File: src/rtl/bht_gshare.sv
// bht_gshare: bimodal/gshare branch history table with speculative global history and checkpoint restore
module bht_gshare #(
  parameter int unsigned NR_ENTRIES      = 128,
  parameter int unsigned INSTR_PER_FETCH = 2,
  parameter int unsigned VLEN            = 39,
  parameter int unsigned GHR_WIDTH       = 4,
  parameter bit          GSHARE          = 1'b1
) (
  input  logic                       clk_i,
  input  logic                       rst_i,
  input  logic                       flush_i,
  input  logic                       debug_mode_i,
  input  logic [VLEN-1:0]            vpc_i,
  output logic [INSTR_PER_FETCH-1:0] pred_valid_o,
  output logic [INSTR_PER_FETCH-1:0] pred_taken_o,
  output logic [GHR_WIDTH-1:0]       ghr_o,
  input  logic                       spec_push_i,
  input  logic                       spec_taken_i,
  input  logic                       restore_i,
  input  logic [GHR_WIDTH-1:0]       restore_ghr_i,
  input  logic                       upd_valid_i,
  input  logic [VLEN-1:0]            upd_pc_i,
  input  logic [GHR_WIDTH-1:0]       upd_ghr_i,
  input  logic                       upd_taken_i
);
  localparam int unsigned NR_ROWS      = NR_ENTRIES / INSTR_PER_FETCH;
  localparam int unsigned ROW_IDX_BITS = $clog2(NR_ROWS);
  localparam int unsigned SLOT_BITS    = $clog2(INSTR_PER_FETCH);
  localparam int unsigned ROW_LSB      = 1 + SLOT_BITS;
  localparam int unsigned SW           = SLOT_BITS > 0 ? SLOT_BITS : 1;
  logic [INSTR_PER_FETCH-1:0] valid_q [NR_ROWS];
  logic [1:0]                 cnt_q [NR_ROWS][INSTR_PER_FETCH];
  logic [GHR_WIDTH-1:0]       ghr_q;
  logic [ROW_IDX_BITS-1:0]    lk_row, up_row;
  logic [SW-1:0]              up_slot;
  logic [1:0]                 up_cnt, nxt_cnt;
  logic                       up_vld;
  logic                       unused_bits;
  function automatic logic [ROW_IDX_BITS-1:0] row_of(input logic [VLEN-1:0] pc, input logic [GHR_WIDTH-1:0] h);
    return pc[ROW_LSB +: ROW_IDX_BITS] ^ (GSHARE ? ROW_IDX_BITS'(h) : '0);
  endfunction
  assign unused_bits = ^{vpc_i, upd_pc_i};
  assign lk_row  = row_of(vpc_i, ghr_q);
  assign up_row  = row_of(upd_pc_i, upd_ghr_i);
  assign up_slot = INSTR_PER_FETCH > 1 ? upd_pc_i[1 +: SW] : '0;
  assign up_vld  = valid_q[up_row][up_slot];
  assign up_cnt  = cnt_q[up_row][up_slot];
  assign ghr_o   = ghr_q;
  always_comb begin
    nxt_cnt = !up_vld ? (upd_taken_i ? 2'b10 : 2'b01)
            : upd_taken_i ? (up_cnt == 2'b11 ? up_cnt : up_cnt + 2'd1)
            : (up_cnt == 2'b00 ? up_cnt : up_cnt - 2'd1);
  end
  for (genvar i = 0; i < INSTR_PER_FETCH; i++) begin : g_slot
    assign pred_valid_o[i] = valid_q[lk_row][i];
    assign pred_taken_o[i] = cnt_q[lk_row][i][1];
  end
  always_ff @(posedge clk_i) begin
    if (rst_i || flush_i) begin
      ghr_q <= '0;
      for (int r = 0; r < NR_ROWS; r++) begin
        valid_q[r] <= '0;
        for (int s = 0; s < INSTR_PER_FETCH; s++) cnt_q[r][s] <= 2'b00;
      end
    end else if (!debug_mode_i) begin
      if (restore_i) ghr_q <= restore_ghr_i;
      else if (spec_push_i) ghr_q <= GHR_WIDTH'({ghr_q, spec_taken_i});
      if (upd_valid_i) begin
        valid_q[up_row][up_slot] <= 1'b1;
        cnt_q[up_row][up_slot]   <= nxt_cnt;
      end
    end
  end
endmodule

File: config.mk
export PLATFORM = sky130hd
export DESIGN_NAME = bht_gshare
export DESIGN_NICKNAME = d
export VERILOG_FILES = /design/src/rtl/bht_gshare.sv
export SDC_FILE = /design/constraint.sdc
export NUM_CORES = 1
export LEC_CHECK = 0
export CAP_MARGIN = 20
export CORE_MARGIN = 1.5
export CORE_UTILIZATION = 35
export DETAILED_ROUTE_END_ITERATION = 16
export MAX_ROUTING_LAYER = met4
export PLACE_DENSITY = 0.52
export RECOVER_POWER = 100
export SLEW_MARGIN = 20
export SYNTH_ARGS = -nofsm -noshare
export SYNTH_HDL_FRONTEND = slang
export SYNTH_SLANG_ARGS = --single-unit
File: constraint.sdc
create_clock -name clk_i -period 9.2 [get_ports clk_i]
set_input_delay 1.38 -clock clk_i [delete_from_list [all_inputs] [get_ports clk_i]]
set_output_delay 1.38 -clock clk_i [all_outputs]
set_load 0.01 [all_outputs]
==> impl_metrics.csv <==
group,metric,value,unit
power_and_ir_drop,p_clk_share,39.8,%
worst_setup_path,r2r_cells,9,
synthesis,synth_cell_types,60,
status,status,"complete, but fails checks",
clocking,cts_tree,"yes",
finish,n_antenna_cell,0,
clocking,cts-root-buf,"clkbuf_16",
sta,post-route-period-util,83.7,%
clocking,cts_htree_levels,2,
synthesis,yosys.area.top_type,"edfxtp_1",
sta,fin_skew,11.6,ps
finish,fillers,5465,
grt,antenna_found_initial,0,
placed_design,io_buffers,37,
clocking,clk_latency,580,ps
grt,grt_pass1_vias,14400,
clocking,cts_sinks,388,
finish,multi_input_area,8750,µm²
status,violations,"max-capacitance violations, max-slew violations",
power_and_ir_drop,ir_drop,109,µV
sta,setup_ws,1500,ps
sta,rsz0062_at_grt,"no",
die,io_pins,103,
drt,avgViaCountPerCell,5.62,
worst_setup_path,cpMostUsedCell,"a21oi_1",
grt,grt_pass1_wl,91.7,mm
worst_setup_path,worstSetupStartpoint,"upd_ghr_i[2]",
die,coreArea,56200,µm²
drt,routed_wl,61.2,mm
worst_setup_path,rr_startpoint,"cnt_q[43][1]$_SDFFCE_PN0P_",
synthesis,syn_area_per_cell,11.0,µm²
drt,route.vias.total,14500,
sta,max_freq,0.130,GHz
drt,drt_iter0_markers,1483,
power_and_ir_drop,swShare,28.3,%
synthesis,synthCells,1797,
placed_design,routabilityCongestion,0.854,
power_and_ir_drop,power_frac_comb,15.8,%
worst_hold_path,worstHoldStart,"valid_q[6][1]$_DFF_P_",
clocking,cts.clk_slew.worst_paths,60,ps
placed_design,hpwlAfterDp,38.0,mm
worst_setup_path,crit_type,"primary input to flop",
drt,drcViolationCount,0,
worst_hold_path,whs_path_depth,2,
synthesis,yosys-top-cells-area,"edfxtp_1 39%, dfxtp_1 13%, mux4_2 12%, nand2_1 11%, nor2_4 5.7%",
synthesis,synth-seq-area-share,52.0,%
synthesis,synth_seq_cells,388,
die,start_util,35.3,%
sta,period_needed,7700,ps
worst_setup_path,cp.arrival,8010,ps
worst_setup_path,cp_cell_sequence,"dlygate4sd3_1 -> xor2_4 -> buf_12 -> nor3_2 -> clkbuf_1 -> a22o_1 -> a221oi_1 -> o22ai_1 -> nor4_1 -> a21oi_1 -> a21oi_1 -> a2bb2oi_1 -> buf_4 -> nor2_1",
worst_setup_path,cpPeakStageDelay,1460,ps
clocking,clockBufferDepth,3,
grt,grt_max_degree,183,
die,dieArea,58100,µm²
worst_setup_path,worst_path_max_delay_cell,"a2bb2oi_1",
finish,fin_nets,1886,
sta,relSlewSlack,-171,%
die,die_x,241,µm
synthesis,ys.flop_type,"edfxtp_1",
flow_run,cap_violations,4,
drt,routedWlPerCell,23.7,µm
grt,track_usage,22.0,%
power_and_ir_drop,p_switching,1.22,mW
power_and_ir_drop,intPower,3.10,mW
synthesis,syn-num-nets,1892,
clocking,cts_hold_buf,0,
drt,antenna_left,0,
drt,first_pass_iters,6,
finish,syn2layout_area_growth,11.7,%
die,die_h,241,µm
synthesis,async_flop_share,0,%
worst_setup_path,critPathRequiredTime,9510,ps
placed_design,dpl_worst_slack,2330,ps
synthesis,ys_top_cells_by_count,"558 x nand2_1, 256 x edfxtp_1, 193 x nor2_1, 132 x dfxtp_1, 107 x mux4_2",
finish,drive_above_1_share,17.9,%
power_and_ir_drop,seq_power_share,44.5,%
sta,hold_viol_final,0,
sta,setup_tns,0,ps
synthesis,yosysTopAreaCellShare,38.7,%
power_and_ir_drop,powerDensity,195,nW/µm²
clocking,postCtsSetupBuffers,0,
clocking,cts_resized,0,
synthesis,ys_warn_count,0,
worst_setup_path,cp_max_fo,82,
synthesis,synth_area,19800,µm²
sta,setup_viol,0,
sta,slew_violations,232,
worst_setup_path,timing.critical_path.to_type,"flop",
power_and_ir_drop,p_leak,8.25,nW
synthesis,synth_edf_count,256,
sta,worst_pin_slew,4070,ps
finish,final-seq-area,10300,µm²
worst_hold_path,min-delay-path-class,"flop to flop",
clocking,cts_buffers,43,
synthesis,synth_most_common_cell,"nand2_1",
grt,grt_remaining_overflow,0,
worst_setup_path,startpoint_type,"primary input",
die,fp-row-count,87,
power groups by stage:
| stage | combinational, mW | sequential, mW | clock, mW |
|---|---|---|---|
| finish | 0.681 | 1.92 | 1.72 |
| detailed placement | 0.694 | 1.96 | 0 |
| global route | 0.711 | 1.93 | 1.81 |
| CTS | 0.695 | 1.92 | 1.75 |
| global placement | 0.689 | 1.96 | 0 |
| floorplan | 0.494 | 1.95 | 0 |
layout by cell type (no fill, tap or decap), types with 3 or more instances in the layout:
| cell | n |
|---|---|
| a21o_1 | 3 |
| buf_4 | 28 |
| a222oi_1 | 3 |
| nor2_4 | 74 |
| dfxtp_1 | 132 |
| o221ai_1 | 11 |
| nor3_2 | 7 |
| xnor2_2 | 4 |
| a41oi_1 | 3 |
| a31oi_1 | 18 |
| o21ai_0 | 24 |
| nor4_1 | 6 |
| nand2_1 | 558 |
| clkbuf_1 | 12 |
| nor3_1 | 12 |
| xor2_4 | 5 |
| a22oi_1 | 35 |
| a22o_1 | 4 |
| clkbuf_16 | 47 |
| clkbuf_8 | 8 |
| nor2_1 | 219 |
| o22ai_1 | 31 |
| a211oi_1 | 5 |
| or4_1 | 3 |
| buf_12 | 7 |
| a221oi_1 | 10 |
| mux2i_1 | 37 |
| mux4_2 | 107 |
| clkdlybuf4s50_1 | 28 |
| mux2_2 | 17 |
| a21oi_1 | 22 |
| clkinv_2 | 10 |
| dlygate4sd3_1 | 9 |
| nand3_1 | 20 |
| o2bb2ai_1 | 5 |
| edfxtp_1 | 256 |
layout make-up:
cell class | count | share of cell area [%]
flip-flops and latches | 388 | 46.6
multi-input cells | 1281 | 39.4
clock buffers | 66 | 5.99
well taps | 756 | 4.27
repair buffers | 75 | 3.36
clock inverters | 13 | 0.322
inverters | 2 | 0.0339
cell families (layout without fill, tap and decap cells):
kind of cell	count (synthesis)	count (layout)	share of synthesized area, %
AO/OA/AOI/OAI	194	194	6.85
XOR/XNOR	12	12	0.605
buffers and inverters	128	156	3.70
multiplexers	163	163	15.2
flip-flops	388	388	52.0
AND/OR/NAND/NOR	912	912	21.6
routing by layer:
layer  track usage (%)  wire length, µm
met1              29.3            26500
met2              34.7            29000
met3              3.15             4170
met4              6.55             1520
met5                 -                0
path summary, 6_finish.rpt:
path	slack (ps)	endpoint
max	1500	cnt_q[28][1]$_SDFFCE_PN0P_
min reg2reg	460	valid_q[6][1]$_DFF_P_
min	460	valid_q[6][1]$_DFF_P_
max reg2reg	4390	cnt_q[28][1]$_SDFFCE_PN0P_
worst max-delay path, delay by kind of cell:
kind | cells | cell delay (ps)
simple gates | 3 | 990
compound gates | 6 | 2780
xor+xnor | 1 | 200
buf+inv | 4 | 2590
metrics by stage:
| stage | util [%] | area, µm² | power [mW] | instances | hold WS (ps) |
|---|---|---|---|---|---|
| after detailed placement | 37.4 | 21000 | 2.65 | 2501 | 448 |
| after CTS | 39.9 | 22400 | 4.37 | 2580 | 458 |
| final | 39.5 | 22200 | 4.32 | 2581 | 457 |
| after global placement | 37.4 | 21000 | 2.65 | 2501 | 444 |
| after floorplan | - | 19800 | 2.44 | 1797 | 428 |
| after global routing | 39.5 | 22200 | 4.45 | 2581 | 472 |
registers in the layout, summed over array words and instances, names as in the netlist:
signal	flops
ghr_o	4
valid_q	128
cnt_q	256
(Power assumes the default switching activity.)
